## src/rtl/spi_defines_pkg.sv

```systemverilog
`default_nettype none
// ============================================================================
// Module      : spi_defines_pkg
// Description : Shared SPI constants and the TX arbiter state encoding.
// Revision    : 1.0 - initial release
// ============================================================================

`ifndef DATA_WIDTH
`define DATA_WIDTH 8
`endif

package spi_defines_pkg;

    localparam int ARB_NUM_REQ        = 4;
    localparam int ARB_TIMEOUT_CYCLES = 1024;

    typedef enum logic [2:0] {
        ARB_IDLE    = 3'd0,
        ARB_POP     = 3'd1,
        ARB_CAPTURE = 3'd2,
        ARB_START   = 3'd3,
        ARB_WAIT    = 3'd4
    } arb_state_t;

endpackage

`default_nettype wire

```

## src/rtl/spi_rr_picker.sv

```systemverilog
`default_nettype none
// ============================================================================
// Module      : spi_rr_picker
// Description : Combinational round-robin pick, scanning upward from
//               last_grant+1 and wrapping modulo NUM_REQ.
// Revision    : 1.0 - initial release
// ============================================================================

module spi_rr_picker
    import spi_defines_pkg::*;
#(
    parameter int NUM_REQ = ARB_NUM_REQ,
    parameter int GIDW    = (NUM_REQ > 1) ? $clog2(NUM_REQ) : 1
) (
    input  logic [NUM_REQ-1:0] req,
    input  logic [GIDW-1:0]    last_grant,
    output logic               pick_valid,
    output logic [GIDW-1:0]    pick_id
);

    logic [GIDW-1:0]      w_base;
    logic [2*NUM_REQ-1:0] w_dbl;
    logic [NUM_REQ-1:0]   w_rot;
    int                   w_off;
    int                   w_sum;

    always_comb begin
        w_base     = '0;
        w_dbl      = {req, req};
        w_rot      = '0;
        w_off      = 0;
        w_sum      = 0;
        pick_valid = |req;
        pick_id    = '0;

        if (last_grant != GIDW'(NUM_REQ - 1)) begin
            w_base = last_grant + 1'b1;
        end

        // Rotate so bit 0 is the highest-priority requester, then take the lowest set bit.
        w_rot = NUM_REQ'(w_dbl >> w_base);
        for (int j = NUM_REQ - 1; j >= 0; j--) begin
            if (w_rot[j]) begin
                w_off = j;
            end
        end

        w_sum = int'(w_base) + w_off;
        if (w_sum >= NUM_REQ) begin
            w_sum = w_sum - NUM_REQ;
        end
        pick_id = GIDW'(w_sum);
    end

endmodule

`default_nettype wire

```

## src/rtl/spi_tx_arbiter.sv

```systemverilog
`default_nettype none
// ============================================================================
// Module      : spi_tx_arbiter
// Description : Round-robin sequencer sharing one SPI serializer among
//               NUM_REQ transmit FIFOs. Optional WAIT watchdog is enabled
//               by defining SPI_ARB_TIMEOUT_EN.
// Revision    : 1.0 - initial release
// ============================================================================

`ifndef DATA_WIDTH
`define DATA_WIDTH 8
`endif

module spi_tx_arbiter
    import spi_defines_pkg::*;
#(
    parameter int NUM_REQ        = ARB_NUM_REQ,
    parameter int DATAWIDTH      = `DATA_WIDTH,
    parameter int TIMEOUT_CYCLES = ARB_TIMEOUT_CYCLES,
    parameter int GIDW           = (NUM_REQ > 1) ? $clog2(NUM_REQ) : 1
) (
    input  logic                           clk,
    input  logic                           rst,
    input  logic [NUM_REQ-1:0]             req_empty,
    input  logic [NUM_REQ*DATAWIDTH-1:0]   req_data,
    output logic [NUM_REQ-1:0]             req_pop,
    output logic [DATAWIDTH-1:0]           ser_data,
    output logic                           ser_start,
    input  logic                           ser_done,
    output logic [GIDW-1:0]                grant_id,
    output logic                           busy,
    output logic                           timeout_err
);

    if (NUM_REQ < 1 || NUM_REQ > 16 || TIMEOUT_CYCLES < 2) begin : g_param_check
        $error("spi_tx_arbiter: parameter out of range");
    end

    arb_state_t           r_state_q, w_state_d;
    logic [NUM_REQ-1:0]   r_req_pop_q, w_req_pop_d;
    logic [DATAWIDTH-1:0] r_ser_data_q, w_ser_data_d;
    logic                 r_ser_start_q, w_ser_start_d;
    logic [GIDW-1:0]      r_grant_id_q, w_grant_id_d;
    logic [GIDW-1:0]      r_last_grant_q, w_last_grant_d;
    logic                 r_busy_q, w_busy_d;

    logic                 w_pick_valid;
    logic [GIDW-1:0]      w_pick_id;
    logic [DATAWIDTH-1:0] w_sel_data;
    logic                 w_timeout_hit;

    spi_rr_picker #(
        .NUM_REQ (NUM_REQ),
        .GIDW    (GIDW)
    ) u_picker (
        .req        (~req_empty),
        .last_grant (r_last_grant_q),
        .pick_valid (w_pick_valid),
        .pick_id    (w_pick_id)
    );

    always_comb begin
        w_sel_data = '0;
        for (int i = 0; i < NUM_REQ; i++) begin
            if (r_grant_id_q == GIDW'(i)) begin
                w_sel_data = req_data[i*DATAWIDTH +: DATAWIDTH];
            end
        end
    end

`ifdef SPI_ARB_TIMEOUT_EN
    localparam int C_CNT_W = $clog2(TIMEOUT_CYCLES) + 1;

    logic [C_CNT_W-1:0] r_wd_cnt_q, w_wd_cnt_d;
    logic               r_timeout_err_q;

    // Counter reads 0 on the first WAIT cycle; a same-cycle ser_done beats the limit.
    always_comb begin
        w_wd_cnt_d    = '0;
        w_timeout_hit = 1'b0;
        if (r_state_q == ARB_WAIT) begin
            w_wd_cnt_d    = r_wd_cnt_q + 1'b1;
            w_timeout_hit = (w_wd_cnt_d == C_CNT_W'(TIMEOUT_CYCLES)) && !ser_done;
        end
    end

    always_ff @(posedge clk) begin
        if (rst) begin
            r_wd_cnt_q      <= '0;
            r_timeout_err_q <= 1'b0;
        end else begin
            r_wd_cnt_q      <= w_wd_cnt_d;
            r_timeout_err_q <= w_timeout_hit;
        end
    end

    assign timeout_err = r_timeout_err_q;
`else
    assign w_timeout_hit = 1'b0;
    assign timeout_err   = 1'b0;
`endif

    always_comb begin
        w_state_d      = r_state_q;
        w_req_pop_d    = '0;
        w_ser_data_d   = r_ser_data_q;
        w_ser_start_d  = 1'b0;
        w_grant_id_d   = r_grant_id_q;
        w_last_grant_d = r_last_grant_q;

        case (r_state_q)
            ARB_IDLE: begin
                if (w_pick_valid) begin
                    w_grant_id_d = w_pick_id;
                    w_req_pop_d  = NUM_REQ'(1) << w_pick_id;
                    w_state_d    = ARB_POP;
                end
            end
            ARB_POP: begin
                w_state_d = ARB_CAPTURE;
            end
            ARB_CAPTURE: begin
                w_ser_data_d  = w_sel_data;
                w_ser_start_d = 1'b1;
                w_state_d     = ARB_START;
            end
            ARB_START: begin
                w_state_d = ARB_WAIT;
            end
            ARB_WAIT: begin
                if (ser_done || w_timeout_hit) begin
                    w_last_grant_d = r_grant_id_q;
                    w_state_d      = ARB_IDLE;
                end
            end
            default: begin
                w_state_d = ARB_IDLE;
            end
        endcase

        w_busy_d = (w_state_d != ARB_IDLE);
    end

    always_ff @(posedge clk) begin
        if (rst) begin
            r_state_q      <= ARB_IDLE;
            r_req_pop_q    <= '0;
            r_ser_data_q   <= '0;
            r_ser_start_q  <= 1'b0;
            r_grant_id_q   <= '0;
            r_last_grant_q <= GIDW'(NUM_REQ - 1);
            r_busy_q       <= 1'b0;
        end else begin
            r_state_q      <= w_state_d;
            r_req_pop_q    <= w_req_pop_d;
            r_ser_data_q   <= w_ser_data_d;
            r_ser_start_q  <= w_ser_start_d;
            r_grant_id_q   <= w_grant_id_d;
            r_last_grant_q <= w_last_grant_d;
            r_busy_q       <= w_busy_d;
        end
    end

    assign req_pop   = r_req_pop_q;
    assign ser_data  = r_ser_data_q;
    assign ser_start = r_ser_start_q;
    assign grant_id  = r_grant_id_q;
    assign busy      = r_busy_q;

endmodule

`default_nettype wire

```

## config.mk

```make
export PLATFORM = sky130hd
export DESIGN_NAME = spi_tx_arbiter
export DESIGN_NICKNAME = d
export VERILOG_FILES = /design/src/rtl/spi_defines_pkg.sv /design/src/rtl/spi_rr_picker.sv /design/src/rtl/spi_tx_arbiter.sv
export SDC_FILE = /design/constraint.sdc
export NUM_CORES = 1
export LEC_CHECK = 0
export CAP_MARGIN = 30
export CELL_PAD_IN_SITES_DETAIL_PLACEMENT = 1
export CELL_PAD_IN_SITES_GLOBAL_PLACEMENT = 2
export CORE_AREA = 2 2 60 62
export CTS_CLUSTER_DIAMETER = 150
export DETAILED_ROUTE_END_ITERATION = 12
export DIE_AREA = 0 0 62 64
export DONT_BUFFER_PORTS = 1
export GPL_TIMING_DRIVEN = 0
export PLACE_DENSITY_LB_ADDON = 0.1
export SYNTH_ARGS = -nofsm -noshare
export SYNTH_HDL_FRONTEND = slang
export SYNTH_SLANG_ARGS = --single-unit
```

## constraint.sdc

```tcl
create_clock -name clk -period 2.6 [get_ports clk]
set_input_delay 0 -clock clk [delete_from_list [all_inputs] [get_ports clk]]
set_output_delay 0 -clock clk [all_outputs]
set_load 0.01 [all_outputs]
```

* Yosys cells after proc, flatten, opt, wreduce, memory -nomap -nowiden *
Cells that the tools add are included.

cells by class
  bitwise operators = 3
  div/mod/pow operators = 0
  $add $sub $neg = 3
  multiplexer cells = 14
  eq/ne operators = 8
  reductions and logical operators = 7
  shift operators = 2
  order comparisons = 1
  multiply operators = 0

operators by type and width
  operator             count
  $mux 8               4
  $pmux 3 s5           1
  $mux 2               6
  $shr 8x2->4          1
  $eq 3x2->1 const B   2
  $mux 3               2
  $eq 2x2->1 const B   2
  $not 4->4            1
  $reduce_and 2->1     2
  $reduce_or 4->1      1
  $shl 1x2->4 const A  1
  $add 2x2->3          1
  $eq 3x1->1 const B   1
  $eq 3x3->1 const B   1
  $ge 3x3->1 const B   1
  $logic_not 3->1      1
  $reduce_bool 3->1    1
  $reduce_or 3->1      1
  $add 2x1->2 const B  1
  $eq 2x1->1 const B   1
  $logic_not 2->1      1
  $ne 2x2->1 const B   1
  $not 1->1            2
  $sub 2x1->2 const B  1
  $mux 1               1

word-level totals
  memory bits (read-only) = 0
  bits in registers = 21
  RAM bits = 0
  output and inout port bits = 17
  latch bits = 0
  memories = 0
  word-level logic and storage cells = 45

* Logic depth before layout (Yosys ltp) *
Gate-level depths: netlist of run 1.

  depth after elaboration = 11
  gate-level depth with buffers = 8
  gate-level depth less buffers = 8

* Modules after synthesis *
A second synthesis of run 1 with hierarchy kept.

second synthesis, totals
  cells, all modules = 127
  area total of the unflattened synthesis = 1204.9 µm²

by module, submodules not included
  module          instances  cells an instance  area each (µm²)
  spi_tx_arbiter  1          99                 998.5
  spi_rr_picker   1          28                 206.4

* Worst setup path after synthesis of run 1 *
OpenSTA, ideal clock, no wires.

  kind = register to register
  start = register r_last_grant_q[0]
  end = register r_grant_id_q[1] (netlist: grant_id[1])
  buffers on the path = 0
  data arrival time = 1711 ps
  required time = 2521 ps
  path slack = 810 ps
  clock period less this slack = 1790 ps
  stages on the path, launching flop included = 7
  path through = dfxtp_1 ha_1 nor2_2 mux2_4 maj3_2 xnor2_4 a211oi_2

on the way
  longest elaborated chain between the ends = 10
  elaborated cells on any way between the ends = 12

RTL lines
  item                                              line                                      text
  from (decl)                                       spi_tx_arbiter.sv:44                      logic [GIDW-1:0] r_last_grant_q, w_last_grant_d;
  from (signal assigned)                            spi_tx_arbiter.sv:151                     r_last_grant_q <= GIDW'(NUM_REQ - 1);
  from (signal assigned)                            spi_tx_arbiter.sv:159                     r_last_grant_q <= w_last_grant_d;
  $add 2x1->2 / $ne 2x2->1 (equally long branches)  spi_rr_picker.sv:37, spi_rr_picker.sv:36
  $mux 2 (*)                                        spi_rr_picker.sv:36                       if (last_grant != GIDW'(NUM_REQ - 1)) begin
  $shr 8x2->4                                       spi_rr_picker.sv:41                       w_rot = NUM_REQ'(w_dbl >> w_base);
  $mux 2 (4 in series)                              spi_rr_picker.sv:43                       if (w_rot[j]) begin
  $add 2x2->3 (*)                                   spi_rr_picker.sv:48                       w_sum = int'(w_base) + w_off;
  $ge 3x3->1 / $sub 2x1->2 (equally long branches)  spi_rr_picker.sv:49, spi_rr_picker.sv:50
  $mux 2 (*)                                        spi_rr_picker.sv:49                       if (w_sum >= NUM_REQ) begin
  to (signal assigned)                              spi_tx_arbiter.sv:158                     r_grant_id_q <= w_grant_id_d;
  to (decl)                                         spi_tx_arbiter.sv:43                      logic [GIDW-1:0] r_grant_id_q, w_grant_id_d;

Mark *: on every way between the ends. The rest lies on a longest branch, timed or not.
A chain may end at the register's enable or synchronous reset.

* Worst setup path in the final report of run 1 *
  start = register r_last_grant_q[0]
  end = register r_req_pop_q[0] (netlist: req_pop[0])

on the way
  longest elaborated chain between the ends = 11
  elaborated cells on any way between the ends = 13

RTL lines
  item                                              line                                      text
  $add 2x1->2 / $ne 2x2->1 (equally long branches)  spi_rr_picker.sv:37, spi_rr_picker.sv:36
  $mux 2 (*)                                        spi_rr_picker.sv:36
  $shr 8x2->4                                       spi_rr_picker.sv:41
  $mux 2 (4 in series)                              spi_rr_picker.sv:43
  $add 2x2->3 (*)                                   spi_rr_picker.sv:48
  $ge 3x3->1 / $sub 2x1->2 (equally long branches)  spi_rr_picker.sv:49, spi_rr_picker.sv:50
  $mux 2 (*)                                        spi_rr_picker.sv:49
  $shl 1x2->4 (*)                                   spi_tx_arbiter.sv:115                     w_req_pop_d = NUM_REQ'(1) << w_pick_id;
  to (signal assigned)                              spi_tx_arbiter.sv:155                     r_req_pop_q <= w_req_pop_d;
  to (decl)                                         spi_tx_arbiter.sv:40                      logic [NUM_REQ-1:0] r_req_pop_q, w_req_pop_d;

Marked as above.

==> results of run 1 <==
==> cells in the mapped netlist <==
library cell	instances
nand2_1	22
dfxtp_1	21
a21oi_1	12
mux4_2	8
nor2_1	6
clkbuf_1	4
mux2i_1	3
nand2b_1	3
nor3_1	3
o21ai_0	3
buf_2	2
ha_1	2
inv_1	2
nand3b_1	2
nor3b_2	2
o21ai_1	2
or3_1	2
a211oi_2	1
a31oi_1	1
buf_4	1
conb_1	1
maj3_2	1
mux2_4	1
nand3_1	1
nor2_2	1
nor3b_1	1
o22ai_1	1
or3b_1	1
xnor2_1	1
xnor2_4	1
==> area by class of cell <==
class | count | area [um2]
tap | 46 | 57.6
multi-input combinational | 82 | 631
fill | 392 | 2090
timing repair buffer | 2 | 15.0
clock inverter | 1 | 5.00
clock buffer | 3 | 22.5
sequential | 21 | 420
buffer | 7 | 32.5
inverter | 2 | 7.51
==> sequential cells by signal, summed over array words and instances (netlist names) <==
signal / count
ser_start: 1
r_last_grant_q: 2
req_pop: 4
ser_data: 8
r_state_q: 3
grant_id: 2
busy: 1
==> critical path, cell delays in order (launching register included) <==
cell	delay, ns
dfxtp_1	0.37
ha_1	0.23
nor2_2	0.21
mux2_4	0.33
maj3_2	0.36
xnor2_4	0.20
nor3b_2	0.18
==> cell usage in the layout (no fill, tap or decap), types with 2 or more instances in the layout <==
cell	count
a21oi_1	12
buf_2	2
clkbuf_1	4
clkbuf_4	3
dfxtp_1	21
ha_1	2
inv_1	2
mux2i_1	3
mux4_2	8
nand2_1	22
nand2b_1	3
nand3b_1	2
nor2_1	6
nor3_1	3
nor3b_2	2
o21ai_0	3
o21ai_1	2
or3_1	2
==> report_power, final <==
| part | leakage [nW] | total, mW | internal [mW] | switching (mW) |
|---|---|---|---|---|
| Sequential | 0.172 | 0.478 | 0.398 | 0.0800 |
| Combinational | 0.229 | 0.380 | 0.175 | 0.205 |
| Clock | 0.0177 | 0.164 | 0.0574 | 0.107 |
| Total | 0.418 | 1.02 | 0.630 | 0.392 |
==> how the worst min path moves through the flow <==
stage | from | end | slack [ns] | depth (start not counted)
2_1_floorplan | ser_done | r_state_q[2] | 0.20 | 2
3_3_place_gp | ser_done | r_state_q[2] | 0.21 | 2
3_5_place_dp | ser_done | r_state_q[2] | 0.21 | 2
4_1_cts | req_data[0] | ser_data[0] | 0.06 | 3
5_1_grt | req_data[6] | ser_data[6] | 0.09 | 3
6_report | rst | grant_id[1] | 0.07 | 2
==> kinds of logic after synthesis <==
kind of cell,after synthesis
AOI/OAI and AO/OA,20
and+or+nand+nor,44
adders and majority gates,3
other,1
xor gates and xnor gates,2
DFF,21
muxes,12
buffers and inverters,9
==> what timing repair did <==
action,CTS,global route
setup endpoints to repair,0,0
endpoints found under the hold margin,3,0
hold buffers,1,0
==> layer usage <==
metal / track usage (%) / vias to the layer above
met5: 0 / -
met2: 23.4 / 29
met3: 2.83 / 2
met1: 14.7 / 402
met4: 5.59 / 0
li1: - / 404
==> metrics.csv, run 1 <==
metric;value;unit
synthesized netlist cell count;112;
Worst R2R Path Depth;6;
number of cell rows;21;
CP Capture Type;flip-flop;
combinational family with the most area after synthesis;multiplexers;
Hold WC Path Type;in2reg;
Wirelength per Cell;15.5;um
Worst Max-Slew Pin Slew;0.620;ns
RSZ-0062 raised after global routing;no;
clk buf depth;2;
f_max;516;MHz
Congestion Overflow GR;0;
Clock transition at path regs;0.13;ns
worst skew pair latency;0.31;ns
final period utilization;74.6;%
CTS H-Tree Depth;1;
WL met1;970;um
Final setup viols;0;
post-synthesis adder-cell area fraction;3.33;%
post-DP HPWL;1.92;mm
area grow syn2layout;9.17;%
Worst Path Required;2.85;ns
Routed WL;2.54;mm
Syn Std Cell Area;1090;um2
Final Cell Area;1190;um2
Ports;56;
placed insts;158;
met2 WL;1.36;mm
Total Nets Final;160;
crit path max fanout;5;
largest net degree at the start of global routing;13;
post-route DRC violation count;0;
Critical Path Start;r_last_grant_q[0];
DR pass1 iterations;3;
setup_tns;0;ns
Iter 0 DRT Violations;19;
Root Driver;clkbuf_4;
Post-DRT Antenna Nets;0;
Worst setup endpoint;req_pop[0];
Max Cap Viol;0;
Max transition margin;58.7;%
Antenna diodes;0;
Compound-Gate Fraction of Synth Area;10.1;%
reg2reg end;req_pop[0];
Finished Layout Cells;164;
sequential area share after synthesis;38.5;%
Startpoint Class;flip-flop;
Synth Area in XOR/XNOR;3.33;%
met3 WL post-DR;180;um
overall power;1.02;mW
global-route usage over all layers;13.3;%
share of cells above drive strength 1;19.5;%
signal arrival time at the worst endpoint;2.19;ns
first-pass GRT wire length;3.92;mm
setup repair bufs after CTS;0;
static leakage;0.418;nW
Cell Area, Placed;1150;um2
Die Span X;62;um
Vias per Instance;5.10;
initial antenna violation count;0;
mux contribution to synthesized area;20.6;%
Reg2Reg Setup Slack;0.66;ns
Period minus WS final;1.94;ns
power per cell area;858;nW/um2
gp weighted congestion;0.691;
Worst VDD drop;0.196;mV
final worst setup slack;0.661;ns
Ys Warns;0;
post-layout util;36.3;%
syn avg cell area;9.74;um2
pre-CTS setup slack;0.684;ns
input/output buffers;0;
count of pins over their slew limit;0;
CTS tree;yes;
CORE AREA;3280;um2
Synth area leader;dfxtp_1;
CTS resizes;0;
Die Ht;64;um
Seq cells post-synth;21;
top routing layer in use;met4;
reg2reg start;r_last_grant_q[0];
Synth top area share;38.5;%
final hold violations;0;
synth top area cells;dfxtp_1, mux4_2, nand2_1;
syn nets;153;
DIE AREA;3970;um2
post-synthesis cell type count;30;
total CTS buffers;3;
WHS;0.0700;ns
Sinks on Clock Net;21;
Setup CP Type;reg2reg;
Starting Density;33.2;%
Synth Area in Simple Gates;20.1;%
Clock Skew;0.00240;ns
Vias;837;
status;finished, final reports clean;
vias in the first global route;845;
Power figures use the tool's default switching activity.
==> run 2, diff against run 1 <==
ABC_AREA = 1   (was default)
CORE_AREA = 2 2 64 66   (was 2 2 60 62)
DIE_AREA = 0 0 66 68   (was 0 0 62 64)
clock period = 1.9 ns   (was 2.6 ns; I/O delays follow)
==> run 2 against run 1 <==
Global-route usage up 5.2 points. Non-clock buffer count increased by 32. Synthesized cell count is 45% higher. The flow now finishes with violations (negative setup slack). Final cell count grew 55%. Design area up 38%. Sequential power is 28% higher.
==> metrics.csv, run 2 <==
metric;value;unit;change
status;finished with violations;;
failing checks;negative setup slack;;
Die Span X;66;um;+6.5%
DR pass1 iterations;4;;+1
commonest cells in the netlist;nand2_1, dfxtp_1, inv_1, nor2_1;;
Vias per Instance;4.98;;-2.3%
Worst Path Required;2.06;ns;-0.79 ns
Top FF cell, synth;dfxtp_1;;
CP Capture Type;flip-flop;;
first-pass GRT wire length;6.15;mm;+57%
count of pins over their slew limit;0;;unchanged
setup_tns;-0.101;ns;-0.101 ns
signal arrival time at the worst endpoint;2.09;ns;-0.10 ns
Logic pwr share;32.5;%;-4.7 points
final worst setup slack;-0.0351;ns;-0.696 ns
Sinks on Clock Net;21;;unchanged
CTS H-Tree Depth;1;;unchanged
post-layout util;42.6;%;+6.4 points
reg2reg start;r_last_grant_q[0];;
final hold violations;0;;unchanged
Critical Path Start;r_last_grant_q[0];;
most common cell in the netlist;nand2_1;;
share of cells above drive strength 1;15.7;%;-3.8 points
min-delay src;req_empty[2];;
power per cell area;817;nW/um2;-4.8%
worst skew pair latency;0.26;ns;-0.05 ns
final period utilization;102;%;+27 points
DIE AREA;4490;um2;+13%
post-route DRC violation count;0;;unchanged
Final setup viols;4;;+4
static leakage;0.715;nW;+71%
Clock Skew;0.00732;ns;+0.00492 ns
CORE AREA;3860;um2;+17%
Max transition margin;56.3;%;-2.3 points
Post-DRT Antenna Nets;0;;unchanged
overall power;1.34;mW;+31%
f_max;517;MHz;+0.21%
max FFs per register;8;;unchanged
most frequent cells in the layout;nand2_1, dlygate4sd3_1, dfxtp_1;;
count of flip-flops with a built-in enable after synthesis;0;;unchanged
register share of total power;45.6;%;-1.1 points
Die Ht;68;um;+6.3%
Worst Max-Slew Pin Slew;0.653;ns;+0.0325 ns
area grow syn2layout;48.0;%;
gp weighted congestion;0.696;;+0.84%
Max Cap Viol;0;;unchanged
largest net degree at the start of global routing;12;;-1
number of cell rows;23;;+9.5%
Switch Pwr;0.501;mW;+28%
CTS tree;yes;;
sequential area share after synthesis;37.8;%;-0.69 points
Routed WL;3.93;mm;+55%
Synth area leader;dfxtp_1;;
Setup CP Type;reg2reg;;
Vias;1266;;+51%
Root Driver;clkbuf_8;;
Worst VDD drop;0.292;mV;+49%
Clock Power Share;21.9;%;+5.8 points
post-synthesis cell type count;23;;-23%
pre-CTS setup slack;-0.167;ns;-0.852 ns
Congestion Overflow GR;0;;unchanged
RSZ-0062 raised after global routing;yes;;
vias in the first global route;1343;;+59%
initial antenna violation count;0;;unchanged
Clock transition at path regs;0.07;ns;-0.06 ns
Iter 0 DRT Violations;43;;+24
Async S/R FF share, synth;0;%;unchanged
Sw Ratio;37.3;%;-1.1 points
Antenna diodes;0;;unchanged
most common cell after layout, fill and taps aside;nand2_1;;
clk buf depth;2;;unchanged
Hold WC Path Type;in2reg;;
Synth top area share;37.8;%;-0.69 points
input/output buffers;0;;unchanged
internal power;0.842;mW;+34%
Ys Warns;0;;unchanged
syn avg cell area;6.86;um2;-30%
Wirelength per Cell;15.5;um;-0.13%
global-route usage over all layers;18.4;%;+5.2 points
post-DP HPWL;2.57;mm;+34%
Total Nets Final;246;;+54%
total CTS buffers;3;;unchanged
Starting Density;28.8;%;-4.4 points
Syn Std Cell Area;1110;um2;+1.8%
WHS;0.140;ns;+0.0702 ns
crit path max fanout;6;;+1
Seq cells post-synth;21;;unchanged
synthesized netlist cell count;162;;+45%
syn nets;203;;+33%
synth top area cells;dfxtp_1, nand2_1, a41oi_1;;
Period minus WS final;1.94;ns;-0.00398 ns
Startpoint Class;flip-flop;;
Ports;56;;unchanged
==> run 2: cell types whose count changed in the layout (fill, tap and decap cells not counted), moves of 7 or more <==
cell           before  now
dlygate4sd3_1       1   34
a41oi_1             0    8
nand2_2             0    9
inv_1               2   14
nor2_1              6   13
nand2_1            22   47
mux4_2              8    0
nand3_1             1    8
o21ai_0             3   10
==> run 2: worst paths after layout <==
path	to	cells past startpoint	slack (ns)
worst min-delay path	grant_id[0]	3	0.14
worst max-delay path	grant_id[1]	13	-0.04
worst max register to register	grant_id[1]	13	-0.04
worst min register to register	r_last_grant_q[1]	2	0.50
==> run 2: cell type report <==
type	count	area, um2
Inverter	16	60.1
Multi-Input combinational cell	122	664
Sequential cell	21	425
Timing Repair Buffer	38	370
Tap cell	50	62.6
Buffer	3	16.3
Clock buffer	4	45.0
Fill cell	494	2210
==> run 2: power by group through the flow <==
| stage | Combinational (mW) | Clock, mW | Sequential [mW] |
|---|---|---|---|
| final | 0.436 | 0.295 | 0.613 |
| after global routing | 0.489 | 0.317 | 0.625 |
| after CTS | 0.421 | 0.301 | 0.615 |
| after detailed placement | 0.351 | 0 | 0.626 |
| after global placement | 0.336 | 0 | 0.624 |
| after floorplan | 0.263 | 0 | 0.605 |
==> run 2: stage by stage <==
| step | cell area (um2) | std cells |
|---|---|---|
| after global placement | 1190 | 212 |
| after floorplan | 1130 | 162 |
| after detailed placement | 1190 | 212 |
| final | 1640 | 254 |
| after global routing | 1640 | 254 |
| after CTS | 1630 | 254 |
==> run 2: kinds of logic after synthesis <==
logic type	after synthesis	share of synthesized area (%)
flip-flops	21	37.8
XOR/XNOR	1	0.788
buffers and inverters	19	6.87
adder cells (fa/ha/maj)	2	2.25
AND/OR/NAND/NOR	86	34.2
other	1	0.338
AO/OA/AOI/OAI	32	17.7
==> run 2: critical path: stages, from the launching register on <==
cell	delay [ns]
dfxtp_4	0.35
ha_4	0.32
inv_1	0.11
nand2_2	0.08
nand2_2	0.06
a31oi_1	0.18
nor2_1	0.07
ha_2	0.18
xnor2_2	0.16
inv_1	0.06
nand2_1	0.08
nand2_1	0.07
nand2_2	0.08
nand2_1	0.05
==> run 2: routing by layer <==
layer	track usage, %	up-vias	share of wire, %
met4	9.69	0	2.5
met3	4.77	10	6.3
met2	36.4	45	54
li1	-	618	-
met5	0	-	0
met1	17.5	593	37
==> run 2: repair_timing <==
| action | 4_1_cts | 5_1_grt |
|---|---|---|
| hold buffers | 34 | 0 |
| pin swaps | 10 | 13 |
| gates cloned | 0 | 0 |
| gates resized for setup | 8 | 4 |
| buffers inserted | 4 | 0 |
| hold endpoints to repair | 17 | 0 |
| endpoints found under the setup margin | 6 | 6 |
